## src/rtl/ascon_stream_pkg.sv

```systemverilog
// ascon_stream_pkg: shared states, field sizes and status codes for the Ascon byte-stream front end.
// KEY/AD/DATA_BYTES are the default core geometry; the top derives its own from K, L and Y.
package ascon_stream_pkg;
    typedef enum logic [3:0] {
        LD_KEY, LD_NONCE, LD_AD, LD_DATA, LD_TAG, START, WAIT, ACK, SEND_DATA, SEND_TAG
    } state_t;
    localparam int KEY_BYTES   = 16;
    localparam int NONCE_BYTES = 16;
    localparam int AD_BYTES    = 5;
    localparam int DATA_BYTES  = 13;
    localparam int TAG_BYTES   = 16;
    localparam logic [7:0] STAT_OK   = 8'h01;
    localparam logic [7:0] STAT_FAIL = 8'h00;
    function automatic int cnt_width(input int kb, input int ab, input int db);
        int m;
        m = (kb > NONCE_BYTES) ? kb : NONCE_BYTES;
        m = (ab > m) ? ab : m;
        m = (db > m) ? db : m;
        return $clog2(m) + 1;
    endfunction
endpackage

```

## src/rtl/ascon_byte_serializer.sv

```systemverilog
// ascon_byte_serializer: parallel-load register shifted out MSB byte first on a valid/ready stream.
// A nonzero remaining-byte count is the valid flag; o_done marks acceptance of the final byte.
module ascon_byte_serializer #(
    parameter int W  = 128,
    parameter int CW = 5
) (
    input  logic          clk,
    input  logic          rst,
    input  logic          i_load,
    input  logic [W-1:0]  i_din,
    input  logic [CW-1:0] i_count,
    input  logic          i_last_en,
    input  logic          i_ready,
    output logic          o_valid,
    output logic [7:0]    o_data,
    output logic          o_last,
    output logic          o_done
);
    logic [W-1:0]  r_sh;
    logic [CW-1:0] r_cnt;
    logic          r_last_en;
    logic          w_fire;

    assign o_valid = r_cnt != '0;
    assign w_fire  = o_valid && i_ready;
    assign o_data  = r_sh[W-1 -: 8];
    assign o_last  = r_last_en && (r_cnt == CW'(1));
    assign o_done  = w_fire && (r_cnt == CW'(1));

    // a load wins over a shift so the next phase starts on the cycle the previous one ends
    always_ff @(posedge clk) begin
        if (rst) begin
            r_sh      <= '0;
            r_cnt     <= '0;
            r_last_en <= 1'b0;
        end else if (i_load) begin
            r_sh      <= i_din;
            r_cnt     <= i_count;
            r_last_en <= i_last_en;
        end else if (w_fire) begin
            r_sh  <= r_sh << 8;
            r_cnt <= r_cnt - 1'b1;
        end
    end
endmodule

```

## src/rtl/ascon_stream_ctrl.sv

```systemverilog
// ascon_stream_ctrl: byte-stream front end owning the AsconCore inputs, handshake and output serialization.
// ASCON_TAG_CHECK_EN adds an expected-tag load and a pass/fail status byte in decrypt mode.
module ascon_stream_ctrl
    import ascon_stream_pkg::*;
#(
    parameter int K = KEY_BYTES * 8,
    parameter int L = AD_BYTES * 8,
    parameter int Y = DATA_BYTES * 8
) (
    input  logic                       clk,
    input  logic                       rst,
    input  logic                       s_valid,
    output logic                       s_ready,
    input  logic [7:0]                 s_data,
    input  logic                       s_decrypt,
    output logic                       m_valid,
    input  logic                       m_ready,
    output logic [7:0]                 m_data,
    output logic                       m_last,
    output logic                       busy,
    output logic [K-1:0]               core_key,
    output logic [127:0]               core_nonce,
    output logic [((L > 0) ? L : 1)-1:0] core_ad,
    output logic [((Y > 0) ? Y : 1)-1:0] core_data,
    output logic                       core_decrypt,
    output logic                       core_start,
    input  logic [((Y > 0) ? Y : 1)-1:0] core_out,
    input  logic [127:0]               core_tag,
    input  logic                       core_ready
);
    localparam int KB = K / 8;
    localparam int AB = L / 8;
    localparam int DB = Y / 8;
    localparam int AW = (L > 0) ? L : 1;
    localparam int YW = (Y > 0) ? Y : 1;
    localparam int SW = (Y > 128) ? Y : 128;
    localparam int CW = cnt_width(KB, AB, DB);

    state_t        r_state, w_next;
    logic [CW-1:0] r_cnt;
    logic [K-1:0]  r_key;
    logic [127:0]  r_nonce;
    logic [AW-1:0] r_ad;
    logic [YW-1:0] r_data;
    logic          r_dec;
    logic [YW-1:0] r_out;
    logic [127:0]  r_tag;
    logic          w_load_st, w_acc, w_field_end, w_chk, w_match, w_pass;
    logic [CW-1:0] w_nbytes;
    logic          w_ser_load, w_ser_done, w_to_tag;
    logic [SW-1:0] w_ser_din;
    logic [CW-1:0] w_ser_cnt;

`ifdef ASCON_TAG_CHECK_EN
    logic [127:0] r_exp;
    always_ff @(posedge clk) begin
        if (rst)
            r_exp <= '0;
        else if (w_acc && r_state == LD_TAG)
            r_exp <= {r_exp[119:0], s_data};
    end
    assign w_chk   = r_dec;
    assign w_match = r_tag == r_exp;
`else
    assign w_chk   = 1'b0;
    assign w_match = 1'b1;
`endif

    assign w_pass      = !w_chk || w_match;
    assign w_load_st   = r_state inside {LD_KEY, LD_NONCE, LD_AD, LD_DATA, LD_TAG};
    assign s_ready     = !rst && w_load_st;
    assign w_acc       = s_valid && s_ready;
    assign w_nbytes    = (r_state == LD_KEY)   ? CW'(KB) :
                         (r_state == LD_NONCE) ? CW'(NONCE_BYTES) :
                         (r_state == LD_AD)    ? CW'(AB) :
                         (r_state == LD_DATA)  ? CW'(DB) : CW'(TAG_BYTES);
    assign w_field_end = w_acc && (r_cnt == w_nbytes - 1'b1);

    assign busy         = (r_state != LD_KEY) || (r_cnt != '0);
    assign core_start   = (r_state == START) || (r_state == ACK);
    assign core_key     = r_key;
    assign core_nonce   = r_nonce;
    assign core_ad      = r_ad;
    assign core_data    = r_data;
    assign core_decrypt = r_dec;

    always_ff @(posedge clk) begin
        if (rst)
            r_state <= LD_KEY;
        else
            r_state <= w_next;
    end

    always_comb begin
        w_next = r_state;
        case (r_state)
            LD_KEY:    if (w_field_end) w_next = LD_NONCE;
            LD_NONCE:  if (w_field_end) w_next = (AB > 0) ? LD_AD : (DB > 0) ? LD_DATA : w_chk ? LD_TAG : START;
            LD_AD:     if (w_field_end) w_next = (DB > 0) ? LD_DATA : w_chk ? LD_TAG : START;
            LD_DATA:   if (w_field_end) w_next = w_chk ? LD_TAG : START;
            LD_TAG:    if (w_field_end) w_next = START;
            START:     w_next = WAIT;
            WAIT:      if (core_ready) w_next = ACK;
            ACK:       w_next = (DB > 0) ? SEND_DATA : SEND_TAG;
            SEND_DATA: if (w_ser_done) w_next = SEND_TAG;
            SEND_TAG:  if (w_ser_done) w_next = LD_KEY;
            default:   w_next = LD_KEY;
        endcase
    end

    // fields fill LSB-first so the first byte of each field ends up in its MSB
    always_ff @(posedge clk) begin
        if (rst) begin
            r_cnt   <= '0;
            r_key   <= '0;
            r_nonce <= '0;
            r_ad    <= '0;
            r_data  <= '0;
            r_dec   <= 1'b0;
            r_out   <= '0;
            r_tag   <= '0;
        end else begin
            if (w_acc) begin
                r_cnt <= w_field_end ? '0 : r_cnt + 1'b1;
                if (r_state == LD_KEY)
                    r_key <= K'({r_key, s_data});
                if (r_state == LD_KEY && r_cnt == '0)
                    r_dec <= s_decrypt;
                if (r_state == LD_NONCE)
                    r_nonce <= {r_nonce[119:0], s_data};
                if (r_state == LD_AD)
                    r_ad <= AW'({r_ad, s_data});
                if (r_state == LD_DATA)
                    r_data <= YW'({r_data, s_data});
            end
            if (r_state == WAIT && core_ready) begin
                r_out <= core_out;
                r_tag <= core_tag;
            end
        end
    end

    // data goes out first when present; the tag phase carries either the tag or the check status
    assign w_ser_load = (r_state == ACK) || (r_state == SEND_DATA && w_ser_done);
    assign w_to_tag   = !(r_state == ACK && DB > 0);
    assign w_ser_din  = !w_to_tag ? SW'(w_pass ? r_out : '0) << (SW - YW) :
                        w_chk     ? SW'(w_match ? STAT_OK : STAT_FAIL) << (SW - 8) :
                                    SW'(r_tag) << (SW - 128);
    assign w_ser_cnt  = !w_to_tag ? CW'(DB) : w_chk ? CW'(1) : CW'(TAG_BYTES);

    ascon_byte_serializer #(.W(SW), .CW(CW)) u_ser (
        .clk       (clk),
        .rst       (rst),
        .i_load    (w_ser_load),
        .i_din     (w_ser_din),
        .i_count   (w_ser_cnt),
        .i_last_en (w_to_tag),
        .i_ready   (m_ready),
        .o_valid   (m_valid),
        .o_data    (m_data),
        .o_last    (m_last),
        .o_done    (w_ser_done)
    );
endmodule

```

## config.mk

```make
export PLATFORM = sky130hd
export DESIGN_NAME = ascon_stream_ctrl
export DESIGN_NICKNAME = d
export VERILOG_FILES = /design/src/rtl/ascon_stream_pkg.sv /design/src/rtl/ascon_byte_serializer.sv /design/src/rtl/ascon_stream_ctrl.sv
export SDC_FILE = /design/constraint.sdc
export NUM_CORES = 2
export LEC_CHECK = 0
export CAP_MARGIN = 15
export CELL_PAD_IN_SITES_DETAIL_PLACEMENT = 0
export CELL_PAD_IN_SITES_GLOBAL_PLACEMENT = 1
export CORE_AREA = 2 2 245 343
export DETAILED_ROUTE_END_ITERATION = 8
export DIE_AREA = 0 0 247 345
export GPL_ROUTABILITY_DRIVEN = 0
export GPL_TIMING_DRIVEN = 0
export PLACE_DENSITY_LB_ADDON = 0.08
export SLEW_MARGIN = 25
export SYNTH_ARGS = -nofsm -noshare
export SYNTH_HDL_FRONTEND = slang
export SYNTH_HIERARCHICAL = 1
export SYNTH_SLANG_ARGS = --single-unit
```

## constraint.sdc

```tcl
create_clock -name clk -period 3.8 [get_ports clk]
set_clock_uncertainty 0.15 [all_clocks]
set_input_delay 0.76 -clock clk [delete_from_list [all_inputs] [get_ports clk]]
set_output_delay 0.76 -clock clk [all_outputs]
set_load 0.05 [all_outputs]
```

Yosys cells after proc, flatten, opt, wreduce, memory -nomap -nowiden
Index checks and enable logic that the tools add are counted.

word-level totals
  bits in registers = 776
  bits of input ports = 246
  output and inout port bits = 414
  word-level logic and storage cells = 80

operators by class
  add/subtract/negate cells = 3
  eq/ne operators = 18
  multiplexer cells = 19
  reductions and logical operators = 28

operators by type and width
  kind                   count
  $mux W128              3
  $mux W5                8
  $pmux W4 S9            1
  $mux W4                7
  $eq A4 B3 Y1 const B   4
  $reduce_bool A5 Y1     3
  $ne A2 B2 Y1 const B   6
  $reduce_and A2 Y1      5
  $sub A5 B1 Y5 const B  2
  $logic_and A1 B1 Y1    9
  $eq A4 B2 Y1 const B   2
  $eq A4 B4 Y1 const B   2
  $reduce_and A7 Y1      1
  $add A5 B1 Y5 const B  1
  $eq A5 B1 Y1 const B   1
  $eq A5 B5 Y1           1
  $logic_not A5 Y1       1
  $eq A4 B1 Y1 const B   1
  $logic_not A4 Y1       1
  $reduce_bool A4 Y1     1
  $logic_or A1 B1 Y1     3
  $logic_not A1 Y1       2
  $ne A2 B1 Y1 const B   1
  $reduce_bool A2 Y1     1
  $reduce_or A2 Y1       1

Logic depth before layout (Yosys ltp)
  word-level depth = 10
  mapped depth = 16
  mapped depth without buffers = 12

Hierarchy
Netlist, hierarchy kept.

by module, submodules not included
  module                 times used  cells an instance  area an instance (um^2)  sequential area each (um^2)
  ascon_stream_ctrl      1           3202               23576.4                  12852.3
  ascon_byte_serializer  1           763                6590.1                   2682.6

Worst setup path before layout
OpenSTA, ideal clock, no wires.

  path type = input to register
  start point = in m_ready
  end point = reg u_ser.r_last_en
  setup time = 0.128 ns
  arrival time = 3.273 ns
  required time = 3.522 ns
  setup slack = 0.249 ns
  stages = 14
  path buffers = 5
  path through = clkinv_1 nor2_1 clkbuf_1 and3_1 o21ai_0 a21oi_1 nand2_1 nand2_1 buf_2 clkbuf_1 clkbuf_1 buf_1 mux2i_1 nor2_1

between the ends
  word-level cells in the longest chain between the ends = 4

ends and longest elaborated chain
  element               line                         text
  from (decl)           ascon_stream_ctrl.sv:17      input logic m_ready,
  $logic_and A1 B1 Y1   ascon_byte_serializer.sv:25  assign w_fire = o_valid && i_ready;
  $logic_and A1 B1 Y1   ascon_byte_serializer.sv:28  assign o_done = w_fire && (r_cnt == CW'(1));
  named net w_ser_done  ascon_stream_ctrl.sv:50      logic w_ser_load, w_ser_done, w_to_tag;
  $logic_and A1 B1 Y1   ascon_stream_ctrl.sv:144     assign w_ser_load = (r_state == ACK) || (r_state == SEND_DATA && w_ser_done);
  $logic_or A1 B1 Y1    ascon_stream_ctrl.sv:144
  named net w_ser_load  ascon_stream_ctrl.sv:50
  to (signal assigned)  ascon_byte_serializer.sv:39  r_last_en <= i_last_en;
  to (decl)             ascon_byte_serializer.sv:21  logic r_last_en;

The timed path passes the listed nets, and every way through them passes these cells.
A chain may end at the register's enable or synchronous reset.

Worst setup path after layout
  start point = reg u_ser.r_cnt[0]
  end point = out m_valid

between the ends
  word-level cells in the longest chain between the ends = 1

ends and longest elaborated chain
  element                 line                         text
  from (decl)             ascon_byte_serializer.sv:20  logic [CW-1:0] r_cnt;
  from (signal assigned)  ascon_byte_serializer.sv:38  r_cnt <= i_count;
  from (signal assigned)  ascon_byte_serializer.sv:42  r_cnt <= r_cnt - 1'b1;
  $reduce_bool A5 Y1      ascon_byte_serializer.sv:24  assign o_valid = r_cnt != '0;
  to (decl)               ascon_stream_ctrl.sv:16      output logic m_valid,

Every way passes these cells.

==> impl_metrics.json <==
{
  "status": "finished, final reports clean",
  "ir_worst_vdd_mv": 0.385,
  "crit_path_start_kind": "flop",
  "post-route-period-util_pct": 94.9,
  "synth.top_cells.by_area": "dfxtp_1 51%, nand2_1 20%, a21oi_1 11%, clkbuf_1 3.2%, nor2_1 2.8%",
  "layout_commonest_cell": "nand2_1",
  "slowest_stage": "clkdlybuf4s15_2",
  "slew_headroom_pct": 31.2,
  "synth-edff-count": 0,
  "fin_setup_tns_ns": 0,
  "clock.fmax_ghz": 0.277,
  "fin_nets": 4958,
  "clk_pin_slew_ns": 0.07,
  "rr_endpoint": "u_ser/r_sh[105]",
  "routed_via_density": 4.96,
  "pin_count": 660,
  "rr_startpoint": "u_ser/r_cnt[0]",
  "cts-root-buf": "clkbuf_16",
  "grt_pass1_wl_um": 177000,
  "min_period_ns": 3.61,
  "dp_cells": 5702,
  "syn2layout_area_growth_pct": 35.3,
  "leakage_nw": 13.9,
  "mostFrequentLayoutCells": "1,602 x nand2_1, 776 x dfxtp_1, 657 x a21oi_1, 657 x clkdlybuf4s50_1, 254 x clkbuf_1",
  "avgRoutedWirePerCell_um": 20.5,
  "syn_inst": 3965,
  "dominantRegCellSynth": "dfxtp_1",
  "finalInstanceArea_um2": 40800,
  "hp-class": "flop to flop",
  "cts_buffers": 82,
  "crit_start": "u_ser/r_cnt[0]",
  "dieWidth_um": 247,
  "synth_area_per_cell_um2": 7.61,
  "worstMarginPinSlew_ns": 1.03,
  "crit_chain": "inv_1 > ha_1 > nor4b_4 > buf_4 > inv_2 > buf_2 > buf_2 > clkdlybuf4s15_2",
  "cts_sinks": 776,
  "arrival_ns": 2.70,
  "drc_errors": 0,
  "initial_core_util_pct": 36.6,
  "cp.depth": 8,
  "end_kind": "output port",
  "worstPathMaxFanout": 10,
  "dp_hpwl_um": 91400,
  "vias": 29000,
  "nFillCells": 8414,
  "critPathBufInv": 6,
  "h-tree-depth": 3,
  "antenna_found_initial": 22,
  "routed_wl_um": 120000,
  "crit_required_ns": 2.89,
  "reg2reg_depth": 15,
  "final_max_slew_viol_count": 0,
  "dpl-instance-area_um2": 38100,
  "ys_warn_count": 6,
  "core_area_um2": 82400,
  "hold_viol": 0,
  "io_buffers": 658,
  "grt_max_degree": 15,
  "cts_tree": "done",
  "finalNonFillerCells": 5848,
  "multi_input_area_um2": 13300,
  "crit_top_cell": "buf_2",
  "ff_latch_area_um2": 15500,
  "power.density_nw_per_um2": 525,
  "ys_seq_area_share_pct": 51.5,
  "cap_violations": 0,
  "syn_area_um2": 30200,
  "rows": 125,
  "crit_end": "m_valid",
  "grt_overflow": 0,
  "die_h_um": 345,
  "setup_viol": 0,
  "drive_above_1_share_pct": 5.73,
  "dr.pass1.iters": 5,
  "critPathTopFamily": "buffers and inverters",
  "ys_seq_elements": 776,
  "ctsHoldBuffers": 0,
  "fin_hold_ws_ns": 0.300,
  "clock_path_buffers": 3,
  "reg2reg_setup_slack_ns": 0.25,
  "slowest_delay_ns": 0.38,
  "postRouteAntennaNets": 0,
  "synth_top_cell_by_area": "dfxtp_1",
  "clk_latency_ns": 0.64,
  "grt_pass1_vias": 28700,
  "yosys.area.top_type_share_pct": 51.5,
  "dieArea_um2": 85200,
  "grtUsageTotal_pct": 27.2,
  "syn_nets": 4216,
  "drtIter0Drc": 1346,
  "criticalPathCategory": "flop to output port",
  "synth_cell_types": 55,
  "async_flop_share_pct": 0
}
## logic make-up (layout without fill, tap and decap cells)
| kind of cell | after synthesis | after routing | share of synthesized area [%] |
|---|---|---|---|
| AOI/OAI and AO/OA | 918 | 918 | 18.9 |
| xor gates and xnor gates | 2 | 2 | 0.0581 |
| adders and majority gates | 5 | 5 | 0.207 |
| buffers and inverters | 352 | 1149 | 4.72 |
| DFF | 776 | 776 | 51.5 |
| muxes | 1 | 1 | 0.0332 |
| other | 1 | 8 | 0.0124 |
| and+or+nand+nor | 1910 | 1910 | 24.6 |
## repair_timing
| item | 4_1_cts | 5_1_grt |
|---|---|---|
| buffers inserted | 2 | 0 |
| hold endpoints to repair | 0 | 0 |
| pin swaps | 1 | 0 |
| resized for setup | 18 | 41 |
| endpoints found under the setup margin | 135 | 125 |
## area by class of cell
type,instances,area share (%)
inverter,19,0.190
buffer,331,3.42
multi-input combinational,2837,32.5
sequential,776,38.1
clock buffer,115,5.67
timing repair buffer,660,16.2
tap,1079,3.31
clock inverter,24,0.665
antenna,7,0.0429
## per-layer routing
| metal | part of all wire, % | GRT usage [%] | wire length (µm) |
|---|---|---|---|
| met5 | 0.16 | 0.461 | 192 |
| met4 | 2.7 | 8.45 | 3220 |
| met3 | 8.5 | 9.34 | 10200 |
| met2 | 50 | 48.5 | 60200 |
| met1 | 38 | 30.0 | 45900 |
## state kept, by name (all words and copies together) (netlist names)
name and cells:
r_state 4, u_ser/r_cnt 5, r_out 104, core_data 104, core_decrypt 1, r_cnt 5
core_key 128, u_ser/r_sh 128, core_nonce 128, u_ser/r_last_en 1, core_ad 40, r_tag 128
## synth_stat cells, drive strengths merged (11+ instances only)
cell type,count
a21boi,88
inv,18
nand3,11
dfxtp,776
a211oi,17
clkbuf,259
a2111oi,112
nand2,1602
o21ai,16
buf,74
a21oi,658
nor2,228
nor2b,27
## power breakdown
part           internal (mW)  leakage [nW]  switching [mW]
Sequential              8.82          6.26           0.241
Combinational           1.67          6.38            2.75
Clock                   4.52          1.28            3.44
Total                   15.0          13.9            6.43
## worst min-delay path by stage
stage                               start               to  cells after the start
final                           r_tag[17]        r_tag[17]                      2
after global routing            r_tag[57]        r_tag[57]                      2
after CTS                       r_tag[17]        r_tag[17]                      2
after detailed placement        r_tag[17]        r_tag[17]                      2
after global placement    core_nonce[126]  core_nonce[126]                      2
after floorplan                  r_tag[0]         r_tag[0]                      2
## tightest hold or removal path, delay by kind of cell (launching register included)
kind,cells,cell delay (ns)
flip-flops,1,0.30
AND/OR/NAND/NOR,1,0.05
AO/OA/AOI/OAI,1,0.05
## through the flow
step                      util [%]  setup slack, ns  power [mW]
final                         49.5            0.195        21.4
after global placement        46.2            -1.87        13.5
after detailed placement      46.2            -1.89        13.5
after floorplan                  -            0.249        12.1
after CTS                     49.4          0.00497        21.6
after global routing          49.5          -0.0403        22.3
(Power assumes the default switching activity.)
